===== src/rtl/branch_predictor_if.sv =====
// Fetch/resolve bus between the pipeline and the branch predictor.
// The pipeline drives the master side; the predictor sits on the slave side.
interface branch_predictor_if #(
  parameter int width = 32
);
  logic [width-1:0] fetch_pc_i;
  logic             pred_taken_o;
  logic [width-1:0] pred_target_o;
  logic             stall_i;
  logic             upd_valid_i;
  logic [width-1:0] upd_pc_i;
  logic             upd_taken_i;
  logic [width-1:0] upd_target_i;
  logic             upd_pred_taken_i;
  logic [width-1:0] upd_pred_target_i;
  logic             mispredict_o;
  logic [width-1:0] redirect_addr_o;
  logic [31:0]      br_count_o;
  logic [31:0]      mispred_count_o;

  modport master (
    output fetch_pc_i, stall_i, upd_valid_i, upd_pc_i, upd_taken_i,
           upd_target_i, upd_pred_taken_i, upd_pred_target_i,
    input  pred_taken_o, pred_target_o, mispredict_o, redirect_addr_o,
           br_count_o, mispred_count_o
  );

  modport slave (
    input  fetch_pc_i, stall_i, upd_valid_i, upd_pc_i, upd_taken_i,
           upd_target_i, upd_pred_taken_i, upd_pred_target_i,
    output pred_taken_o, pred_target_o, mispredict_o, redirect_addr_o,
           br_count_o, mispred_count_o
  );
endinterface


===== src/rtl/branch_predictor.sv =====
// Direct-mapped BTB with 2-bit saturating counters: zero-latency fetch lookup,
// resolve-stage update, misprediction detection and branch statistics.
module branch_predictor #(
  parameter int width    = 32,
  parameter int idx_bits = 4
) (
  input logic               clk,
  input logic               rst,
  branch_predictor_if.slave bp
);
  localparam int entries = 1 << idx_bits;
  localparam int tag_w   = width - idx_bits - 2;

  typedef struct packed {
    logic             valid;
    logic [tag_w-1:0] tag;
    logic [width-1:0] target;
    logic [1:0]       ctr;
  } btb_entry_t;

  btb_entry_t btb [entries];
  logic [31:0] br_cnt;
  logic [31:0] mis_cnt;

  // fetch-side lookup
  logic [idx_bits-1:0] f_idx;
  logic [tag_w-1:0]    f_tag;
  btb_entry_t          f_ent;
  logic                f_hit;

  always_comb begin
    f_idx = bp.fetch_pc_i[idx_bits+1:2];
    f_tag = bp.fetch_pc_i[width-1:idx_bits+2];
    f_ent = btb[f_idx];
    f_hit = f_ent.valid && (f_ent.tag == f_tag);
  end

  assign bp.pred_taken_o  = f_hit && f_ent.ctr[1];
  assign bp.pred_target_o = (f_hit && f_ent.ctr[1]) ? f_ent.target
                                                    : bp.fetch_pc_i + width'(4);

  // resolve-side checks are combinational so a stalled update keeps flagging
  assign bp.mispredict_o = bp.upd_valid_i &&
                           ((bp.upd_pred_taken_i != bp.upd_taken_i) ||
                            (bp.upd_taken_i && (bp.upd_pred_target_i != bp.upd_target_i)));
  assign bp.redirect_addr_o = bp.upd_taken_i ? bp.upd_target_i
                                             : bp.upd_pc_i + width'(4);

  logic [idx_bits-1:0] u_idx;
  logic [tag_w-1:0]    u_tag;
  btb_entry_t          u_cur;
  btb_entry_t          u_new;
  logic                u_hit;
  logic                u_wr;
  logic                u_en;

  always_comb begin
    u_idx = bp.upd_pc_i[idx_bits+1:2];
    u_tag = bp.upd_pc_i[width-1:idx_bits+2];
    u_cur = btb[u_idx];
    u_hit = u_cur.valid && (u_cur.tag == u_tag);
    u_en  = bp.upd_valid_i && !bp.stall_i;
    u_new = u_cur;
    u_wr  = 1'b0;
    if (u_hit) begin
      u_wr = 1'b1;
      if (bp.upd_taken_i) begin
        u_new.target = bp.upd_target_i;
        if (u_cur.ctr != 2'b11) u_new.ctr = u_cur.ctr + 2'd1;
      end else if (u_cur.ctr != 2'b00) begin
        u_new.ctr = u_cur.ctr - 2'd1;
      end
    end else if (bp.upd_taken_i) begin
      // miss on a taken transfer replaces whatever lives at this index
      u_wr         = 1'b1;
      u_new.valid  = 1'b1;
      u_new.tag    = u_tag;
      u_new.target = bp.upd_target_i;
      u_new.ctr    = 2'b10;
    end
  end

  always_ff @(posedge clk) begin
    if (rst) begin
      for (int i = 0; i < entries; i++)
        btb[i] <= '{valid: 1'b0, tag: '0, target: '0, ctr: 2'b01};
      br_cnt  <= '0;
      mis_cnt <= '0;
    end else if (u_en) begin
      if (u_wr) btb[u_idx] <= u_new;
      br_cnt <= br_cnt + 32'd1;
      if (bp.mispredict_o) mis_cnt <= mis_cnt + 32'd1;
    end
  end

  assign bp.br_count_o      = br_cnt;
  assign bp.mispred_count_o = mis_cnt;
endmodule


===== src/flat_wrapper.sv =====
// flat-port wrapper written by rule: the top's interface ports become plain ports
module branch_predictor_flat 
#(
  parameter int width    = 32,
  parameter int idx_bits = 4
)
  (clk, rst, bp_fetch_pc_i, bp_stall_i, bp_upd_valid_i, bp_upd_pc_i, bp_upd_taken_i, bp_upd_target_i, bp_upd_pred_taken_i, bp_upd_pred_target_i, bp_pred_taken_o, bp_pred_target_o, bp_mispredict_o, bp_redirect_addr_o, bp_br_count_o, bp_mispred_count_o);
  branch_predictor_if #(.width(width)) bp_i ();
  input logic clk;
  input logic rst;
  input wire logic [$bits(bp_i.fetch_pc_i)-1:0] bp_fetch_pc_i;
  input wire logic [$bits(bp_i.stall_i)-1:0] bp_stall_i;
  input wire logic [$bits(bp_i.upd_valid_i)-1:0] bp_upd_valid_i;
  input wire logic [$bits(bp_i.upd_pc_i)-1:0] bp_upd_pc_i;
  input wire logic [$bits(bp_i.upd_taken_i)-1:0] bp_upd_taken_i;
  input wire logic [$bits(bp_i.upd_target_i)-1:0] bp_upd_target_i;
  input wire logic [$bits(bp_i.upd_pred_taken_i)-1:0] bp_upd_pred_taken_i;
  input wire logic [$bits(bp_i.upd_pred_target_i)-1:0] bp_upd_pred_target_i;
  output wire logic [$bits(bp_i.pred_taken_o)-1:0] bp_pred_taken_o;
  output wire logic [$bits(bp_i.pred_target_o)-1:0] bp_pred_target_o;
  output wire logic [$bits(bp_i.mispredict_o)-1:0] bp_mispredict_o;
  output wire logic [$bits(bp_i.redirect_addr_o)-1:0] bp_redirect_addr_o;
  output wire logic [$bits(bp_i.br_count_o)-1:0] bp_br_count_o;
  output wire logic [$bits(bp_i.mispred_count_o)-1:0] bp_mispred_count_o;
  assign bp_i.fetch_pc_i = bp_fetch_pc_i;
  assign bp_i.stall_i = bp_stall_i;
  assign bp_i.upd_valid_i = bp_upd_valid_i;
  assign bp_i.upd_pc_i = bp_upd_pc_i;
  assign bp_i.upd_taken_i = bp_upd_taken_i;
  assign bp_i.upd_target_i = bp_upd_target_i;
  assign bp_i.upd_pred_taken_i = bp_upd_pred_taken_i;
  assign bp_i.upd_pred_target_i = bp_upd_pred_target_i;
  assign bp_pred_taken_o = bp_i.pred_taken_o;
  assign bp_pred_target_o = bp_i.pred_target_o;
  assign bp_mispredict_o = bp_i.mispredict_o;
  assign bp_redirect_addr_o = bp_i.redirect_addr_o;
  assign bp_br_count_o = bp_i.br_count_o;
  assign bp_mispred_count_o = bp_i.mispred_count_o;
  branch_predictor #(.width(width), .idx_bits(idx_bits)) u_core (.clk(clk), .rst(rst), .bp(bp_i));
endmodule

===== config.mk =====
export PLATFORM = sky130hd
export DESIGN_NAME = branch_predictor_flat
export DESIGN_NICKNAME = d
export VERILOG_FILES = /design/src/rtl/branch_predictor_if.sv /design/src/rtl/branch_predictor.sv /design/src/flat_wrapper.sv
export SDC_FILE = /design/constraint.sdc
export NUM_CORES = 2
export LEC_CHECK = 0
export ABC_AREA = 0
export CORE_MARGIN = 2
export CORE_UTILIZATION = 59
export CTS_BUF_LIST = sky130_fd_sc_hd__clkbuf_4 sky130_fd_sc_hd__clkbuf_8
export CTS_CLUSTER_SIZE = 14
export DETAILED_ROUTE_END_ITERATION = 10
export DONT_BUFFER_PORTS = 1
export PLACE_DENSITY = 0.86
export SLEW_MARGIN = 15
export SYNTH_ARGS = -nofsm -noshare
export SYNTH_HDL_FRONTEND = slang
export SYNTH_SLANG_ARGS = --single-unit

===== constraint.sdc =====
create_clock -name clk -period 11.4 [get_ports clk]
set_input_delay 1.14 -clock clk [delete_from_list [all_inputs] [get_ports clk]]
set_output_delay 1.14 -clock clk [all_outputs]
set_load 0.005 [all_outputs]

Yosys cells after proc, flatten, opt, wreduce, memory -nomap -nowiden
Memory sizes are Yosys's and may differ from the RTL's.
Cells that the tools add are included.
Operators by class
  add/subtract/negate cells: 6
  eq/ne operators: 5
  multiplexer cells: 20
  reductions and logical operators: 11
Operator list (number)
  2-to-1 mux 61 bit: 2
  2-to-1 mux 32 bit: 3
  adder 32 x 1 -> 32 bit, second input constant: 2
  adder 32 x 3 -> 32 bit, second input constant: 2
  OR reduction 61 bit: 1
  == test 26 bit: 2
  2-to-1 mux 34 bit: 1
  inequality test 32 bit: 1
  2-to-1 mux 27 bit: 1
  2-to-1 mux 1 bit: 9
  logical AND 1 bit: 6
  2-to-1 mux 2 bit: 3
  2-to-1 mux 4 bit: 1
  adder 2 x 1 -> 2 bit, second input constant: 1
  inequality test 2 bit, second input constant: 1
  AND reduction 2 bit: 1
  nonzero test 2 bit: 1
  subtractor 2 x 1 -> 2 bit, second input constant: 1
  zero test 1 bit: 1
  logical OR 1 bit: 1
  inequality test 1 bit: 1
Storage, ports and cells
  flip-flop bits (word level): 64
  memory bits (writable): 976
  bits of input ports: 134
  output and inout bits: 130
  word-level logic and storage cells: 45
  memories kept: 1
Memory list
  u_core.btb: words 16, bits a word 61, read ports 2, clocked after memory_dff 0, wr ports 16, line branch_predictor.sv:21  | btb_entry_t btb [entries];

Longest topological paths before layout
An unclocked memory read counts as a cell.
  word-level depth: 10
  mapped depth: 17
  gate-level depth less buffers: 10

Worst setup path after synthesis
OpenSTA, ideal clock, no wires.
  path kind: input to register
  start: input bp_upd_pc_i[3]
  end: memory u_core.btb[10][0] (netlist bit) (enable)
  library setup time: 0.429 ns
  arrival time: 5.450 ns
  required time: 10.971 ns
  path slack: 5.521 ns
  cell stages on the path: 14
  path buffers: 5
  cell sequence: buf_4 buf_2 clkbuf_1 buf_2 mux4_2 a22oi_1 a21oi_1 nand4b_2 nor4_1 o2111ai_1 nor2_8 buf_12 o21bai_4 nand2b_1
RTL lines
  from (decl): line flat_wrapper.sv:14  | input wire logic [$bits(bp_i.upd_pc_i)-1:0] bp_upd_pc_i;
  to (decl): line branch_predictor.sv:21

==> results.py <==
metrics = {
    "clock_tree": {
        "root_buffer": "clkbuf_8",
        "clk_path_buf_depth": 3,
        "htree_levels": 4,
        "clk_latency_ns": 0.89,
        "cts_resized": 0,
        "cts_buffers": 167,
        "clk_pin_slew_ns": 0.06,
        "cts_tree": "yes",
        "cts.sinks": 1040,
        "hold_buffers": 0,
        "cts_setup_buffers": 0,
    },
    "route": {
        "vias": 39800,
        "viasPerCell": 7.50,
        "wl_per_cell_um": 36.3,
        "postRouteAntennaNets": 0,
        "routed_wl_mm": 193,
        "drcViolationCount": 0,
        "drtIter0Drc": 7865,
        "drtPass1Iterations": 8,
    },
    "timing": {
        "worst_pin_slew_ns": 1.45,
        "setup_violations": 0,
        "rsz0062_at_grt": "no",
        "min_period_over_period": 0.570,
        "slew_violations": 0,
        "skew_ns": 0.0598,
        "clock.fmax_mhz": 154,
        "slew_headroom": 0.0310,
        "hold_viol_final": 0,
        "setup_slack_ns": 4.91,
        "fin_setup_tns_ns": 0,
        "min_period_ns": 6.49,
    },
    "placement": {
        "place.gp.congestion": 0.999,
        "dpl.hpwl_mm": 120,
        "io_buffers": 0,
        "dp_slack_ns": 4.73,
    },
    "final_layout": {
        "nFillCells": 6430,
        "regArea_um2": 30600,
        "drive_gt1_frac": 0.264,
        "multiInputGateArea_um2": 24200,
        "nNetsFinal": 4054,
        "syn2layout_area_growth_pct": 6.14,
    },
    "synthesis": {
        "yosysTopAreaCellShare": 0.516,
        "syn_area_per_cell_um2": 14.1,
        "async_flop_share": 0,
        "synth_seq_cells": 1040,
        "syn-num-nets": 4167,
        "synthCells": 4026,
        "seq_area_frac_synth": 0.538,
        "post-synth-top-count-cell": "nor2_1",
        "syn-cell-area_um2": 56800,
        "ys.flop_type": "edfxtp_1",
        "synth_edf_count": 976,
        "synth_cell_types": 92,
        "netlist_top_cells_count": "1,008 x nor2_1, 976 x edfxtp_1, 538 x mux4_2",
        "yosys.area.top_type": "edfxtp_1",
        "yosysWarnings": 0,
        "synthTopCellsByArea": "edfxtp_1 52%, mux4_2 21%, nor2_1 6.7%",
    },
    "global_route": {
        "met1_usage": 0.469,
        "top_usage_layer": "met2",
        "grt_use_met2": 0.566,
        "use_met3": 0.213,
        "gr-total-overflow": 0,
        "antenna_found_initial": 18,
        "grt_max_degree": 295,
        "track_usage": 0.390,
        "grt_pass1_vias": 38800,
        "grt_pass1_wl_mm": 272,
    },
    "power": {
        "p_per_area_nw_per_um2": 144,
        "p_clk_frac": 0.374,
        "seqPwrFrac": 0.509,
        "ir_worst_vdd_mv": 0.131,
        "swShare": 0.256,
        "leakage_nw": 20.1,
        "power_frac_comb": 0.117,
        "p_sw_w": 0.00222,
        "p_int_w": 0.00645,
    },
    "floorplanning": {
        "die_width_um": 314,
        "fp-row-count": 113,
        "die_y_um": 314,
        "fp.dieArea_um2": 98800,
        "ios": 264,
        "core_area_um2": 95300,
        "initial_core_util": 0.596,
    },
    "setup_path": {
        "crit_path_start_kind": "primary input",
        "max_stage_delay_ns": 0.99,
        "cp_slowest_cell": "mux4_2",
        "cp.required_ns": 11.88,
        "path_common_cell": "buf_4",
        "critical_path.cell_chain": "mux4_2 > mux2i_1 > nor3_1 > a21o_1 > or4_1 > or4_4 > nor2_8 > o21bai_4 > buf_4 > nand2b_4 > buf_4",
        "crit_path_end_kind": "flop",
        "critical_path_class": "primary input to flop",
        "path_max_fanout": 294,
        "worstPathArrival_ns": 6.97,
    },
    "min_path": {
        "hold_class": "primary input to flop",
    },
    "outcome": {
        "outcome": "finished, final reports clean",
    },
    "job": {
        "cap_violations": 0,
    },
}
metal layers:
metal  wire length, µm  part of all wire
met5               201            0.0010
met4             13000             0.067
met3             39700              0.21
met2             83500              0.43
met1             56200              0.29
registers in the layout, indices dropped and copies added, names as in the netlist:
register	cells
u_core.btb	976
u_core.bp.mispred_count_o	32
u_core.bp.br_count_o	32
critical path: cells and delay by family:
family	cells	cell delay, ns
buffers and inverters	2	1.06
muxes	2	1.51
and+or+nand+nor	5	2.16
AOI/OAI and AO/OA	2	0.26
power groups by stage:
stage | sequential [W] | combinational [W] | clock [W]
2_1_floorplan | 0.00445 | 0.000772 | 0
6_report | 0.00441 | 0.00102 | 0.00324
3_3_place_gp | 0.00446 | 0.000940 | 0
3_5_place_dp | 0.00449 | 0.000954 | 0
4_1_cts | 0.00441 | 0.000960 | 0.00319
5_1_grt | 0.00442 | 0.00103 | 0.00336
per-stage QoR:
step | power, W | hold slack [ns] | utilization | instance area (µm²) | cells
2_1_floorplan | 0.00522 | 0.481 | - | 56800 | 4026
3_3_place_gp | 0.00540 | 0.504 | 0.597 | 56900 | 5003
3_5_place_dp | 0.00544 | 0.523 | 0.597 | 56900 | 5003
4_1_cts | 0.00856 | 0.401 | 0.631 | 60100 | 5290
5_1_grt | 0.00881 | 0.402 | 0.633 | 60300 | 5297
6_report | 0.00867 | 0.412 | 0.633 | 60300 | 5304
cell families after synthesis:
group,Yosys count,share of synthesized area
flip-flops,1040,0.538
multiplexers,709,0.247
adder cells (fa/ha/maj),8,0.00172
AND/OR/NAND/NOR,1463,0.110
XOR/XNOR,180,0.0277
buffers and inverters,398,0.0416
AO/OA/AOI/OAI,228,0.0342
path summary, 6_finish.rpt:
check                           startpoint  slack (ns)  depth (start not counted)                       end
setup reg to reg         u_core.btb[3][43]        5.92                         11         u_core.btb[5][35]
setup / recovery            bp_upd_pc_i[2]        4.91                         11         u_core.btb[5][35]
hold reg to reg   u_core.bp.br_count_o[30]        0.53                          2  u_core.bp.br_count_o[30]
hold / removal                         rst        0.41                          1  u_core.bp.br_count_o[11]
final cells by class:
class                   instances  area share
diodes                          8    0.000332
inverters                      54     0.00340
multi-input cells            2588       0.400
repair buffers                 62     0.00931
well taps                    1265      0.0262
clock buffers                 219      0.0448
clock inverters                68     0.00844
flip-flops and latches       1040       0.507
cell usage in the layout, fill, tap and decap left out, drive strengths merged, types with 38 or more instances in the layout:
cell	instances
xor2	70
inv	60
buf	62
mux2i	94
nor2	1062
mux4	544
o21ai	61
dfxtp	64
clkbuf	219
clkinv	53
nand3	69
nand2	141
xnor2	110
nand4	38
a22oi	43
mux2	71
edfxtp	976
Note: power is estimated with default switching activity, not from simulation.
